**config.mk**
```make
export PLATFORM = sky130hd
export DESIGN_NAME = prog_loader_flat
export DESIGN_NICKNAME = d
export VERILOG_FILES = /design/src/rtl/prog_loader_pkg.sv /design/src/rtl/prog_loader_if.sv /design/src/rtl/prog_loader_byte_packer.sv /design/src/rtl/prog_loader.sv /design/src/flat_wrapper.sv
export SDC_FILE = /design/constraint.sdc
export NUM_CORES = 1
export LEC_CHECK = 0
export CAP_MARGIN = 20
export CORE_AREA = 2 2 86 129
export CTS_BUF_LIST = sky130_fd_sc_hd__clkbuf_2
export DETAILED_ROUTE_END_ITERATION = 7
export DIE_AREA = 0 0 88 131
export PLACE_DENSITY_LB_ADDON = 0.3
export SYNTH_ARGS = -nofsm -noshare
export SYNTH_HDL_FRONTEND = slang
export SYNTH_HIERARCHICAL = 1
export SYNTH_SLANG_ARGS = --single-unit
export TNS_END_PERCENT = 1
```
**constraint.sdc**
```tcl
create_clock -name clock -period 3.1 [get_ports clock]
set_clock_uncertainty 0.05 [all_clocks]
set_input_delay 0.62 -clock clock [delete_from_list [all_inputs] [get_ports clock]]
set_output_delay 0.62 -clock clock [all_outputs]
set_load 0.05 [all_outputs]
```
**src/rtl/prog_loader_pkg.sv**
```systemverilog
// Shared definitions for the program loader: FSM state encoding and word geometry.
// The CHK state exists only when LOADER_CHECKSUM_EN is defined.
package prog_loader_pkg;

  localparam int WORD_BYTES  = 4;
  localparam int ADDR_STRIDE = 4;

  typedef enum logic [2:0] {
    S_IDLE,
    S_HDR,
    S_DATA,
    S_WRITE,
    S_DONE,
    S_ERR
`ifdef LOADER_CHECKSUM_EN
    , S_CHK
`endif
  } state_t;

endpackage

```
**src/rtl/prog_loader_if.sv**
```systemverilog
// Byte-stream input, instruction-memory write port and status of the program loader.
// The master side is the stream source/controller; the slave side is the loader.
interface prog_loader_if;

  logic        start;
  logic        byte_valid;
  logic [7:0]  byte_data;
  logic        byte_ready;
  logic        load_enable;
  logic [31:0] write_addr;
  logic [31:0] write_data;
  logic        cpu_hold;
  logic        busy;
  logic        done;
  logic        error;
  logic [15:0] words_loaded;

  modport master (
    output start, byte_valid, byte_data,
    input  byte_ready, load_enable, write_addr, write_data,
    input  cpu_hold, busy, done, error, words_loaded
  );

  modport slave (
    input  start, byte_valid, byte_data,
    output byte_ready, load_enable, write_addr, write_data,
    output cpu_hold, busy, done, error, words_loaded
  );

endinterface

```
**src/rtl/prog_loader_byte_packer.sv**
```systemverilog
// Assembles accepted bytes big-endian into 32-bit words; word_ready_o fires
// combinationally with the last byte so word_o is the complete word that cycle.
module byte_packer
  import prog_loader_pkg::*;
(
  input  logic        clock,
  input  logic        reset,
  input  logic        clear_i,
  input  logic        accept_i,
  input  logic [7:0]  byte_i,
  output logic [31:0] word_o,
  output logic        word_ready_o
);

  localparam int CNT_W = $clog2(WORD_BYTES);
  localparam int SH_W  = 8 * (WORD_BYTES - 1);

  logic [CNT_W-1:0] cnt_q, cnt_d;
  logic [SH_W-1:0]  shift_q, shift_d;

  assign word_o       = {shift_q, byte_i};
  assign word_ready_o = accept_i && (cnt_q == CNT_W'(WORD_BYTES - 1));

  always_comb begin
    cnt_d   = cnt_q;
    shift_d = shift_q;
    if (clear_i) begin
      cnt_d   = '0;
      shift_d = '0;
    end else if (accept_i) begin
      shift_d = SH_W'({shift_q, byte_i});
      cnt_d   = cnt_q + 1'b1;  // wraps to 0 on the last byte of a word
    end
  end

  always_ff @(posedge clock) begin
    if (reset) begin
      cnt_q   <= '0;
      shift_q <= '0;
    end else begin
      cnt_q   <= cnt_d;
      shift_q <= shift_d;
    end
  end

endmodule

```
**src/rtl/prog_loader.sv**
```systemverilog
// Streams a length-prefixed program into instruction memory while holding the CPU.
// Define LOADER_CHECKSUM_EN to require a trailing XOR checksum byte (CHK state).
module prog_loader
  import prog_loader_pkg::*;
#(
  parameter int DEPTH_WORDS = 32,
  parameter int HDR_BYTES   = 2
) (
  input  logic          clock,
  input  logic          reset,
  prog_loader_if.slave  bus
);

  localparam int HDR_W  = HDR_BYTES * 8;
  localparam int HCNT_W = $clog2(HDR_BYTES + 1);
`ifdef LOADER_CHECKSUM_EN
  localparam state_t S_TAIL = S_CHK;
`else
  localparam state_t S_TAIL = S_DONE;
`endif

  state_t            state_q, state_d;
  logic [HCNT_W-1:0] hdr_cnt_q, hdr_cnt_d;
  logic [HDR_W-1:0]  n_q, n_d, n_shift;
  logic [15:0]       words_q, words_d;
  logic [31:0]       waddr_q, waddr_d;
  logic [31:0]       wdata_q, wdata_d;
  logic              accept, pk_accept, pk_clear, pk_ready;
  logic [31:0]       pk_word;
`ifdef LOADER_CHECKSUM_EN
  logic [7:0]        xor_q, xor_d;
`endif

  assign accept    = bus.byte_valid && bus.byte_ready;
  assign pk_accept = accept && (state_q == S_DATA);
  assign n_shift   = HDR_W'({n_q, bus.byte_data});

  byte_packer u_packer (
    .clock        (clock),
    .reset        (reset),
    .clear_i      (pk_clear),
    .accept_i     (pk_accept),
    .byte_i       (bus.byte_data),
    .word_o       (pk_word),
    .word_ready_o (pk_ready)
  );

  // NOTE: every signal gets a default before the case so no latch is inferred.
  always_comb begin
    state_d   = state_q;
    hdr_cnt_d = hdr_cnt_q;
    n_d       = n_q;
    words_d   = words_q;
    waddr_d   = waddr_q;
    wdata_d   = wdata_q;
    pk_clear  = 1'b0;
`ifdef LOADER_CHECKSUM_EN
    xor_d     = xor_q;
`endif
    case (state_q)
      S_IDLE, S_DONE, S_ERR: begin
        if (bus.start) begin
          state_d   = S_HDR;
          hdr_cnt_d = '0;
          n_d       = '0;
          words_d   = '0;
          pk_clear  = 1'b1;
`ifdef LOADER_CHECKSUM_EN
          xor_d     = '0;
`endif
        end
      end
      S_HDR: begin
        if (accept) begin
          n_d       = n_shift;
          hdr_cnt_d = hdr_cnt_q + 1'b1;
          if (hdr_cnt_q == HCNT_W'(HDR_BYTES - 1)) begin
            if (n_shift == '0)                          state_d = S_TAIL;
            else if (32'(n_shift) > 32'(DEPTH_WORDS))   state_d = S_ERR;
            else                                        state_d = S_DATA;
          end
        end
      end
      S_DATA: begin
`ifdef LOADER_CHECKSUM_EN
        if (accept) xor_d = xor_q ^ bus.byte_data;
`endif
        // Latch address and data now so they stay stable through WRITE and after it.
        if (pk_ready) begin
          state_d = S_WRITE;
          waddr_d = 32'(words_q) * ADDR_STRIDE;
          wdata_d = pk_word;
        end
      end
      S_WRITE: begin
        words_d = words_q + 16'd1;
        state_d = (32'(words_q) + 1 < 32'(n_q)) ? S_DATA : S_TAIL;
      end
`ifdef LOADER_CHECKSUM_EN
      S_CHK: begin
        if (accept) state_d = (bus.byte_data == xor_q) ? S_DONE : S_ERR;
      end
`endif
      default: state_d = S_IDLE;
    endcase
  end

  // NOTE: sequential state uses non-blocking assignments only.
  always_ff @(posedge clock) begin
    if (reset) begin
      state_q   <= S_IDLE;
      hdr_cnt_q <= '0;
      n_q       <= '0;
      words_q   <= '0;
      waddr_q   <= '0;
      wdata_q   <= '0;
`ifdef LOADER_CHECKSUM_EN
      xor_q     <= '0;
`endif
    end else begin
      state_q   <= state_d;
      hdr_cnt_q <= hdr_cnt_d;
      n_q       <= n_d;
      words_q   <= words_d;
      waddr_q   <= waddr_d;
      wdata_q   <= wdata_d;
`ifdef LOADER_CHECKSUM_EN
      xor_q     <= xor_d;
`endif
    end
  end

  always_comb begin
    bus.byte_ready  = 1'b0;
    bus.busy        = 1'b0;
    case (state_q)
      S_HDR, S_DATA: begin
        bus.byte_ready = 1'b1;
        bus.busy       = 1'b1;
      end
      S_WRITE: bus.busy = 1'b1;
`ifdef LOADER_CHECKSUM_EN
      S_CHK: begin
        bus.byte_ready = 1'b1;
        bus.busy       = 1'b1;
      end
`endif
      default: ;
    endcase
  end

  assign bus.load_enable  = (state_q == S_WRITE);
  assign bus.cpu_hold     = (state_q != S_DONE);
  assign bus.done         = (state_q == S_DONE);
  assign bus.error        = (state_q == S_ERR);
  assign bus.write_addr   = waddr_q;
  assign bus.write_data   = wdata_q;
  assign bus.words_loaded = words_q;

endmodule

```
**src/flat_wrapper.sv**
```systemverilog
// flat-port wrapper written by rule: the top's interface ports become plain ports
module prog_loader_flat import prog_loader_pkg::*;
#(
  parameter int DEPTH_WORDS = 32,
  parameter int HDR_BYTES   = 2
)
  (clock, reset, bus_start, bus_byte_valid, bus_byte_data, bus_byte_ready, bus_load_enable, bus_write_addr, bus_write_data, bus_cpu_hold, bus_busy, bus_done, bus_error, bus_words_loaded);
  prog_loader_if bus_i ();
  input  logic clock;
  input  logic reset;
  input wire logic [$bits(bus_i.start)-1:0] bus_start;
  input wire logic [$bits(bus_i.byte_valid)-1:0] bus_byte_valid;
  input wire logic [$bits(bus_i.byte_data)-1:0] bus_byte_data;
  output wire logic [$bits(bus_i.byte_ready)-1:0] bus_byte_ready;
  output wire logic [$bits(bus_i.load_enable)-1:0] bus_load_enable;
  output wire logic [$bits(bus_i.write_addr)-1:0] bus_write_addr;
  output wire logic [$bits(bus_i.write_data)-1:0] bus_write_data;
  output wire logic [$bits(bus_i.cpu_hold)-1:0] bus_cpu_hold;
  output wire logic [$bits(bus_i.busy)-1:0] bus_busy;
  output wire logic [$bits(bus_i.done)-1:0] bus_done;
  output wire logic [$bits(bus_i.error)-1:0] bus_error;
  output wire logic [$bits(bus_i.words_loaded)-1:0] bus_words_loaded;
  assign bus_i.start = bus_start;
  assign bus_i.byte_valid = bus_byte_valid;
  assign bus_i.byte_data = bus_byte_data;
  assign bus_byte_ready = bus_i.byte_ready;
  assign bus_load_enable = bus_i.load_enable;
  assign bus_write_addr = bus_i.write_addr;
  assign bus_write_data = bus_i.write_data;
  assign bus_cpu_hold = bus_i.cpu_hold;
  assign bus_busy = bus_i.busy;
  assign bus_done = bus_i.done;
  assign bus_error = bus_i.error;
  assign bus_words_loaded = bus_i.words_loaded;
  prog_loader #(.DEPTH_WORDS(DEPTH_WORDS), .HDR_BYTES(HDR_BYTES)) u_core (.clock(clock), .reset(reset), .bus(bus_i));
endmodule
```
==> metrics.md, run 1 <==
| Metric | Value |
|---|---|
| CTS Hold Bufs | 0 |
| Clk sinks | roughly 110 |
| Leak pwr | 2.15 nW |
| Max Clock Freq | 349 MHz |
| Type of the worst setup path | flip-flop to output pin |
| Hold Vio Cnt, Final | 0 |
| Post-cts sizing count | 3 |
| Period utilization | 92.4% |
| Number of global-route vias before repair | 4023 |
| # IOs | 98 |
| Data arrival time of the worst path | ~2.2 ns |
| Slew of the pin with the lowest slew margin | 0.768 ns |
| Final HPWL DP | 9070 um |
| Mean post-synth cell area | 8.28 um2 |
| Clk slew on worst S/H paths | just under 0.3 ns |
| Vias | 4310 |
| Area Overhead vs Synth | 16.9% |
| Top FF cell, synth | dfxtp_1 |
| Skew-Pair Late Insertion Delay | 0.59 ns |
| GP Congestion | 0.876 |
| Initial antenna violation count | 0 |
| Startpoint types | flip-flop |
| CP max stage delay | around 0.8 ns |
| Critical path's slowest cell | clkdlybuf4s50_1 |
| Final nets | 704 |
| Slew Limit Fails | 0 |
| VDD IR max | between 0.2 and 0.25 mV |
| Synthesized area | 0.00510 mm2 |
| Bufs and invs on worst path | 2 |
| Seq/Total Area, Yosys | a little over two fifths |
| Hold Path Class | primary input to flip-flop |
| Gate Count Post-Synth | 616 |
| Synth top area share | 43.6% |
| R2R depth | 10 |
| GRT Total Usage | 22.3% |
| TritonCTS Buffers | 9 |
| CTS Buffer Depth | 2 |
| H-tree levels | 3 |
| Outcome | finished clean |
| Buffers on Ports | slightly above 80 |
| DRT Wirelength | ~12000 um |
| Most common cell in the synthesized netlist | nand2_1 |
| DIE AREA | 0.0115 mm2 |
| Flop-to-flop setup slack | 0.31 ns |
| Share of layout cells above drive strength 1 | 6.63% |
| Avg WL per Cell | 15.1 um |
| Slew Limit Headroom | 48.6% |
| Vias per cell | 5.24 |
| First-pass GRT wire length | 20000 um |
| Distinct cell type count after synthesis | 50 |
| Routed Antenna Nets | 0 |
| Post-CTS setup buffer count | 0 |
| Critical Path, Cell by Cell | nand2_1 -> inv_1 -> clkdlybuf4s50_1 |
| Crit path time final | 2.86 ns |
| Largest cells by area after synthesis | dfxtp_1, nand2_1, a21oi_1, mux2i_1, nor2_1 |
| Synth Warn # | 6 |
| DIE HEIGHT | 131 um |
| Overall power | 0.00248 W |
| CP top delay family | buffers and inverters |
| Reg area | 0.00223 mm2 |
| Final setup viols | 0 |
| FILL cells | 978 |
| Power Density | 415 mW/mm2 |
| Worst reg2reg path endpoint | u_core/state_q[1] |
| Drt initial violations | about 260 |
| Multi-input gate area | around 0.0025 mm2 |
| Maxcap violations | 0 |
| Crit path depth | 3 |
| Post-synth EDFFs | 0 |
| TritonCTS clock tree | built |
| Grt ovf | 0 |
| # rows | 46 |
| Drt drc | 0 |
| Critical Path End | bus_done |
| Crit path required time | 2.43 ns |
| Fraction of registers with async set/reset | 0% |
| Setup crit start | u_core/state_q[2] |
| Initial Util | between 40% and 50% |
| #FFs+latches synth | 111 |
| Largest net degree at the start of global routing | 44 |
| Crit end category | output pin |
| RSZ-0062 raised after global routing | false |
| Sum of negative setup slack | 0 ns |
| ANT cells | 0 |
| Core region area | approximately 0.010 mm2 |
| Width of the die | 88 um |
| Commonest cells in the netlist | nand2_1, dfxtp_1, a21oi_1 |
| Initial DRT Pass Iterations | 5 |
| Reg2Reg Launch Point | u_core/bus.words_loaded[5] |
| Dominant cell type by area after synthesis | dfxtp_1 |
| Worst Path Max Fanout | 14 |
| CTS root buffer | clkbuf_2 |
how the worst min path moves through the flow:
stage,cells after the start,slack [ns],to,startpoint
final,2,0.39,u_core/bus.write_data[22],reset
after global routing,2,0.35,u_core/bus.write_data[21],reset
after floorplan,2,0.38,u_core/bus.write_data[24],u_core/u_packer/shift_q[16]
after global placement,2,0.39,u_core/bus.write_data[28],u_core/u_packer/shift_q[20]
after CTS,2,0.36,u_core/bus.write_data[21],reset
after detailed placement,2,0.40,u_core/bus.write_data[28],u_core/u_packer/shift_q[20]
area by class of cell:
cell class | count | area share (%)
Clock buffer | 9 | 0.756
Tap cell | 144 | 3.02
Multi-Input combinational cell | 437 | 41.5
Sequential cell | 111 | 37.4
Timing Repair Buffer | 94 | 15.2
Inverter | 21 | 1.32
Clock inverter | 7 | 0.756
cells in the final DEF (no fill, tap or decap), drive strengths merged, types with 4 or more instances in the layout:
cell type,n
nand2,116
dfxtp,111
clkdlybuf4s50,77
a21oi,75
nor2,65
mux2i,25
inv,24
a22oi,18
ha,18
conb,16
o21ai,15
buf,14
xnor2,12
clkbuf,10
nand3,9
nor3,7
o31ai,6
or3,6
and2,5
a31oi,5
nand4,5
and3,4
clkinv,4
nor4,4
cell families (layout without fill, tap and decap cells):
kind of cell | count (synthesis) | in the layout | share of synthesized area (%)
simple gates | 234 | 234 | 20.7
buf+inv | 83 | 131 | 9.20
flops | 111 | 111 | 43.6
xor+xnor | 15 | 15 | 2.58
fa+ha+maj | 18 | 18 | 4.42
compound gates | 129 | 129 | 14.6
mux | 25 | 25 | 4.91
other cells | 1 | 16 | 0.0735
state kept, by name (all words and copies together) (netlist names):
| signal | count |
|---|---|
| u_core/state_q | 3 |
| u_core/hdr_cnt_q | 2 |
| u_core/u_packer/cnt_q | 2 |
| u_core/bus.write_data | 32 |
| u_core/bus.words_loaded | 16 |
| u_core/n_q | 16 |
| u_core/u_packer/shift_q | 24 |
| u_core/bus.write_addr | 16 |
stage by stage:
step                instance area (um2)  hold WS (ns)  setup slack (ns)  instances  utilization (%)
floorplan                          5160         0.381            0.0767        631                -
finish                             5960         0.390             0.236        823             57.2
CTS                                5950         0.358           0.00303        823             57.1
detailed placement                 5870         0.395             0.193        807             56.3
global route                       5960         0.346            0.0425        823             57.2
global placement                   5870         0.393             0.343        807             56.3
layer usage:
metal | global-route usage [%] | routed length, um
met5 | 0 | 0
met1 | 25.6 | 4940
met3 | 3.77 | 418
met4 | 9.68 | 362
met2 | 40.0 | 6680
power breakdown:
part	internal, W	switching [W]
sequential	0.00145	0.0000329
combinational	0.000115	0.000279
clock	0.000110	0.000485
worst register-to-register path, stage by stage, from the launching register on:
cell and delay [ns]:
dfxtp_1 0.55, nand4_4 0.20, nor4_4 0.41, nand2_1 0.14, xnor2_1 0.16, ha_1 0.31
nand3_1 0.10, nor3_1 0.32, o311a_1 0.24, nor3_1 0.06, a22o_1 0.20
Note: power is estimated with default switching activity, not from simulation.
==> inputs of run 2 (changes only) <==
SETUP_SLACK_MARGIN = 0.5   (was not set)
==> run 2 against run 1 <==
  * Worst hold slack improved by 0.016 ns
  * Die area did not move
  * Clock-buffer cell count did not move
  * Utilization rose by 0.71 points
  * Non-clock buffer count fell by 2
  * Final cell count fell by 0.12%
  * Power rose by 1.7%
  * Fmax rose by 7.8%
  * Register-to-register slack improved by 0.19 ns
  * Via count fell by 0.56%
  * Largest cell class unchanged
==> metrics.md, run 2 (synthesized netlist as in run 1, its figures left out) <==
| Metric | Value |
|---|---|
| Outcome | finished clean |
| DRT Wirelength | 12300 um |
| Data arrival time of the worst path | between 1.5 and 2 ns |
| Worst setup margin | 0.444 ns |
| Largest net degree at the start of global routing | 52 |
| Post-layout util | 57.9% |
| FILL cells | 965 |
| Type of the worst setup path | flip-flop to output pin |
| Width of the die | just under 90 um |
| Crit path required time | around 2.4 ns |
| CTS Buffer Depth | 2 |
| Initial DRT Pass Iterations | 5 |
| Flop-to-flop setup slack | 0.50 ns |
| Hold Path Class | flip-flop to flip-flop |
| Initial Util | 48.9% |
| Commonest non-fill, non-tap cell in the layout | nand2_1 |
| Maxcap violations | 0 |
| Post-route cell area | between 0.006 and 0.007 mm2 |
| Buffers on Ports | 81 |
| TritonCTS clock tree | built |
| Skew-Pair Late Insertion Delay | between 0.6 and 0.7 ns |
| Share of layout cells above drive strength 1 | between 8 and 9% |
| # IOs | 98 |
| Slew Limit Fails | 0 |
| # rows | 46 |
| First-pass GRT wire length | 19400 um |
| Crit end category | output pin |
| Worst Path Max Fanout | 10 |
| Crit path time final | 2.66 ns |
| Area Overhead vs Synth | 18.4% |
| Power Density | between 400 and 500 mW/mm2 |
| Final HPWL DP | 8940 um |
| Sum of negative setup slack | 0 ns |
| DIE AREA | 0.0115 mm2 |
| Leak pwr | 2.19 nW |
| RSZ-0062 raised after global routing | true |
| Startpoint types | flip-flop |
| Grt ovf | 0 |
| VDD IR max | ~0.21 mV |
| DP Cell Count | 803 |
| Final setup viols | 0 |
| Avg WL per Cell | 15.0 um |
| H-tree levels | 3 |
| Max reg flops | 32 |
| Most frequent cells in the layout | nand2_1, dfxtp_1, a21oi_1 |
| Number of global-route vias before repair | 4028 |
| Core region area | around 0.010 mm2 |
| GP Congestion | 0.875 |
| Hold Vio Cnt, Final | 0 |
| GRT Total Usage | 21.6% |
| Vias | 4286 |
| Clk sinks | 111 |
| Placed cell areas | 0.00589 mm2 |
| Routed Antenna Nets | 0 |
| Slew of the pin with the lowest slew margin | 0.740 ns |
| TritonCTS Buffers | 9 |
| CTS root buffer | clkbuf_2 |
| Initial antenna violation count | 1 |
| Slew Limit Headroom | 50.5% |
| Max Clock Freq | between 300 and 400 MHz |
| Final nets | 702 |
| Period utilization | 85.7% |
| Drt initial violations | 306 |
| DIE HEIGHT | 131 um |
| Non-filler cells, final | around 820 |
| Vias per cell | 5.21 |
| Clk slew on worst S/H paths | ~0.32 ns |
| Drt drc | 0 |
| DP Worst Slack | about 0.52 ns |
run 2: cell types whose count changed in the layout (fill, tap and decap cells not counted), sizes merged:
cell / previous run / this run
clkdlybuf4s50: 77 / 72
dlygate4sd2: 2 / 5
dlymetal6s2s: 0 / 1
diode: 0 / 1
clkinvlp: 0 / 2
buf: 14 / 13
clkdlybuf4s15: 0 / 1
clkinv: 4 / 2
clkbuf: 10 / 9
run 2: layout make-up:
class,instances,area [um2],area share (%)
clock buffers,9,45.0,0.746
repair buffers,92,896,14.8
multi-input cells,437,2510,41.5
well taps,144,180,2.99
flip-flops and latches,111,2260,37.4
inverters,21,82.6,1.37
diodes,1,2.50,0.0415
clock inverters,7,63.8,1.06
run 2: path summary, 6_finish.rpt:
check	startpoint	to	cells after the start
worst min register to register	u_core/u_packer/shift_q[19]	u_core/bus.write_data[27]	2
worst max register to register	u_core/bus.words_loaded[0]	u_core/state_q[2]	9
worst min-delay path	u_core/u_packer/shift_q[19]	u_core/bus.write_data[27]	2
worst max-delay path	u_core/state_q[0]	bus_error	3
run 2: report_power, final:
group	internal [W]	switching [W]	total (W)	leakage (nW)
Combinational	0.000110	0.000280	0.000391	1.22
Clock	0.000128	0.000514	0.000642	0.0682
Sequential	0.00145	0.0000345	0.00149	0.904
Total	0.00169	0.000829	0.00252	2.19
run 2: metal layers:
metal | vias to the layer above | track usage, % | share of wire, %
li1 | 2155 | - | -
met1 | 1964 | 24.5 | 40
met2 | 135 | 39.4 | 53
met3 | 32 | 3.27 | 4.0
met4 | 0 | 9.05 | 2.6
met5 | - | 0 | 0
run 2: per-stage QoR:
step           total power, W  hold WS, ns
2_1_floorplan         0.00183        0.381
3_3_place_gp          0.00190        0.393
5_1_grt               0.00263        0.367
6_report              0.00252        0.405
4_1_cts               0.00254        0.382
3_5_place_dp          0.00191        0.396
run 2: critical path, stage by stage (launching register included):
cell and delay (ns):
dfxtp_2 0.49, nor2b_1 0.35, and2_1 0.18, clkdlybuf4s15_2 0.36
run 2: repair_timing:
item,CTS,global route
hold buffers,0,0
pin swaps,0,1
gates resized for setup,13,5
setup endpoints to repair,22,34
buffers inserted,0,2
==> inputs of run 3 (changes only) <==
ABC_AREA = 1   (was not set)
CORE_AREA = 2 2 89 134   (was 2 2 86 129)
DIE_AREA = 0 0 91 136   (was 0 0 88 131)
SETUP_SLACK_MARGIN = not set   (was 0.5)
TNS_END_PERCENT = 50   (was 1)
==> run 3 against run 2 <==
  * Design area increased by 3.6%
  * Clock-buffer cell count increased by 1
  * First-iteration DRC count decreased by 37%
  * Clock power increased by 30%
  * Wire length increased by 2.4%
  * Die area increased by 7.4%
  * Critical path type unchanged
  * Largest cell class unchanged
  * Highest routed layer unchanged
==> metrics.md, run 3 <==
| Metric | Value |
|---|---|
| Sum of negative setup slack | 0 ns |
| DP Worst Slack | 0.632 ns |
| Worst Path Max Fanout | 6 |
| Core region area | 0.0113 mm2 |
| RSZ-0062 raised after global routing | false |
| Grt ovf | 0 |
| Drt drc | 0 |
| Width of the die | 91 um |
| # IOs | 98 |
| Synth Warn # | 6 |
| Non-filler cells, final | 949 |
| Mean post-synth cell area | between 7 and 8 um2 |
| Gate Count Post-Synth | ~740 |
| Largest net degree at the start of global routing | 57 |
| Avg WL per Cell | 13.3 um |
| Synth Area in XOR/XNOR | approximately 2.2% |
| Maxcap violations | 0 |
| Synth top area share | 40.7% |
| Share of layout cells above drive strength 1 | 8.64% |
| Final HPWL DP | 9060 um |
| GRT Total Usage | between 20% and 30% |
| VDD IR max | 0.293 mV |
| Most common cell in the synthesized netlist | nor2_1 |
| Dominant cell type by area after synthesis | dfxtp_1 |
| Most frequent cells in the layout | nor2_1, nand2_1, dfxtp_1 |
| Synthesized area | approximately 0.0055 mm2 |
| First-pass GRT wire length | 20700 um |
| Drt initial violations | 192 |
| Post-synth EDFFs | 0 |
| Commonest non-fill, non-tap cell in the layout | nor2_1 |
| CTS root buffer | clkbuf_2 |
| CP max stage delay | 0.82 ns |
| Critical path's slowest cell | clkdlybuf4s50_1 |
| CTS Buffer Depth | 2 |
| Routed Antenna Nets | 0 |
| Slew of the pin with the lowest slew margin | 0.565 ns |
| Hold Path Class | flip-flop to flip-flop |
| TritonCTS clock tree | built |
| Commonest cells in the netlist | nor2_1, nand2_1, dfxtp_1 |
| DIE AREA | 0.0124 mm2 |
| Synth Area in Compound Gates | 10.9% |
| DRT Wirelength | 12600 um |
| #FFs+latches synth | about 110 |
| Final setup viols | 0 |
| GP Congestion | 0.868 |
| ANT cells | 0 |
| Outcome | finished clean |
| Type of the worst setup path | flip-flop to output pin |
| Crit end category | output pin |
| Max Clock Freq | roughly 350 MHz |
| Vias per cell | 4.92 |
| Area Overhead vs Synth | 14.5% |
| Seq/Total Area, Yosys | 40.7% |
| Startpoint types | flip-flop |
| Max reg flops | 32 |
| FILL cells | approximately 1.1k |
| Leak pwr | 2.54 nW |
| Synth Area in Adders | 4.12% |
| Initial Util | 48.4% |
| DP Cell Count | between 900 and 1k |
| H-tree levels | 3 |
| Data arrival time of the worst path | 2.20 ns |
| Worst setup margin | 0.227 ns |
| Vias | 4673 |
| Period utilization | 92.7% |
| Number of global-route vias before repair | 4583 |
| Top FF cell, synth | dfxtp_1 |
| Simple logic cell fraction of the synthesized area | 27.3% |
| Crit path time final | 2.87 ns |
| Initial DRT Pass Iterations | 5 |
| TritonCTS Buffers | 9 |
| Skew-Pair Late Insertion Delay | 0.59 ns |
| Power Density | 448 mW/mm2 |
| Initial antenna violation count | 0 |
| Mux contribution to synthesized area | 0% |
| Buffers on Ports | 81 |
| Largest cells by area after synthesis | dfxtp_1, nor2_1, nand2_1, inv_1, ha_1 |
| Clk sinks | between 100 and 150 |
| Distinct cell type count after synthesis | 39 |
| Hold depth | 1 |
| Crit path required time | 2.43 ns |
| Final nets | 824 |
| Slew Limit Headroom | 62.2% |
| R2R depth | 15 |
| DIE HEIGHT | approximately 140 um |
| Largest family of logic cells by synthesized area | simple AND/OR/NAND/NOR gates |
| Fraction of registers with async set/reset | 0% |
| Slew Limit Fails | 0 |
| Clk slew on worst S/H paths | 0.28 ns |
| # rows | 48 |
| Critical Path, Cell by Cell | inv_2 -> nand2_1 -> nor2_1 -> clkdlybuf4s50_1 |
| Hold Vio Cnt, Final | 0 |
==> run 3: cell count changes after synthesis, sizes merged, moves of 6 or more <==
cell and delta:
nand2 +34, xor2 +8, o21ai +39, inv +58, clkbuf -8, xnor2 -10
nand3 +19, or3 -6, a21oi -25, nor2 +101, a22oi -18, mux2i -25
o31ai -6
==> run 3: worst max-delay path: cells and delay by family, from the launching register on <==
family / cells / cell delay [ns]
flops: 1 / 0.43
simple gates: 2 / 0.22
buf+inv: 2 / 0.98
==> run 3: area by class of cell <==
| class | count | area, um2 | share of cell area [%] |
|---|---|---|---|
| Clock inverter | 6 | 116 | 1.86 |
| Multi-Input combinational cell | 505 | 2500 | 40.0 |
| Inverter | 79 | 304 | 4.86 |
| Sequential cell | 111 | 2220 | 35.5 |
| Clock buffer | 10 | 50.0 | 0.800 |
| Tap cell | 150 | 188 | 3.00 |
| Timing Repair Buffer | 88 | 872 | 13.9 |
==> run 3: where the power goes <==
group	switching (W)	internal, W
Clock	0.000477	0.000357
Combinational	0.000348	0.000134
Sequential	0.0000280	0.00146
==> run 3: final timing paths <==
check | to | startpoint | slack [ns]
setup / recovery | bus_done | u_core/state_q[1] | 0.23
hold / removal | u_core/hdr_cnt_q[0] | u_core/hdr_cnt_q[0] | 0.44
setup reg to reg | u_core/state_q[2] | u_core/bus.words_loaded[4] | 0.57
hold reg to reg | u_core/hdr_cnt_q[0] | u_core/hdr_cnt_q[0] | 0.44
==> run 3: cell families after synthesis <==
group                      after synthesis
buffers and inverters                  136
xor gates and xnor gates                13
DFF                                    111
other                                    1
adders and majority gates               18
AOI/OAI and AO/OA                      109
and+or+nand+nor                        349
==> run 3: repair_timing <==
| item | 4_1_cts | 5_1_grt |
|---|---|---|
| buffers inserted | 0 | 0 |
| gates resized for setup | 1 | 0 |
| endpoints found under the setup margin | 1 | 0 |
| hold buffers | 0 | 0 |
==> run 3: per-stage QoR <==
stage / hold WS (ns) / util, % / instance area (um2) / total power, W
final: 0.441 / 55.4 / 6250 / 0.00280
after global routing: 0.465 / 55.4 / 6250 / 0.00293
after CTS: 0.446 / 55.4 / 6250 / 0.00282
after detailed placement: 0.418 / 53.9 / 6090 / 0.00200
after global placement: 0.393 / 53.9 / 6090 / 0.00199
after floorplan: 0.379 / - / 5520 / 0.00193
==> run 3: routing by layer <==
| metal | part of all wire [%] | up-vias | GRT usage [%] |
|---|---|---|---|
| met5 | 0 | - | 0 |
| met1 | 39 | 2169 | 21.4 |
| li1 | - | 2357 | - |
| met4 | 3.1 | 0 | 9.85 |
| met3 | 3.5 | 27 | 2.99 |
| met2 | 54 | 120 | 40.0 |
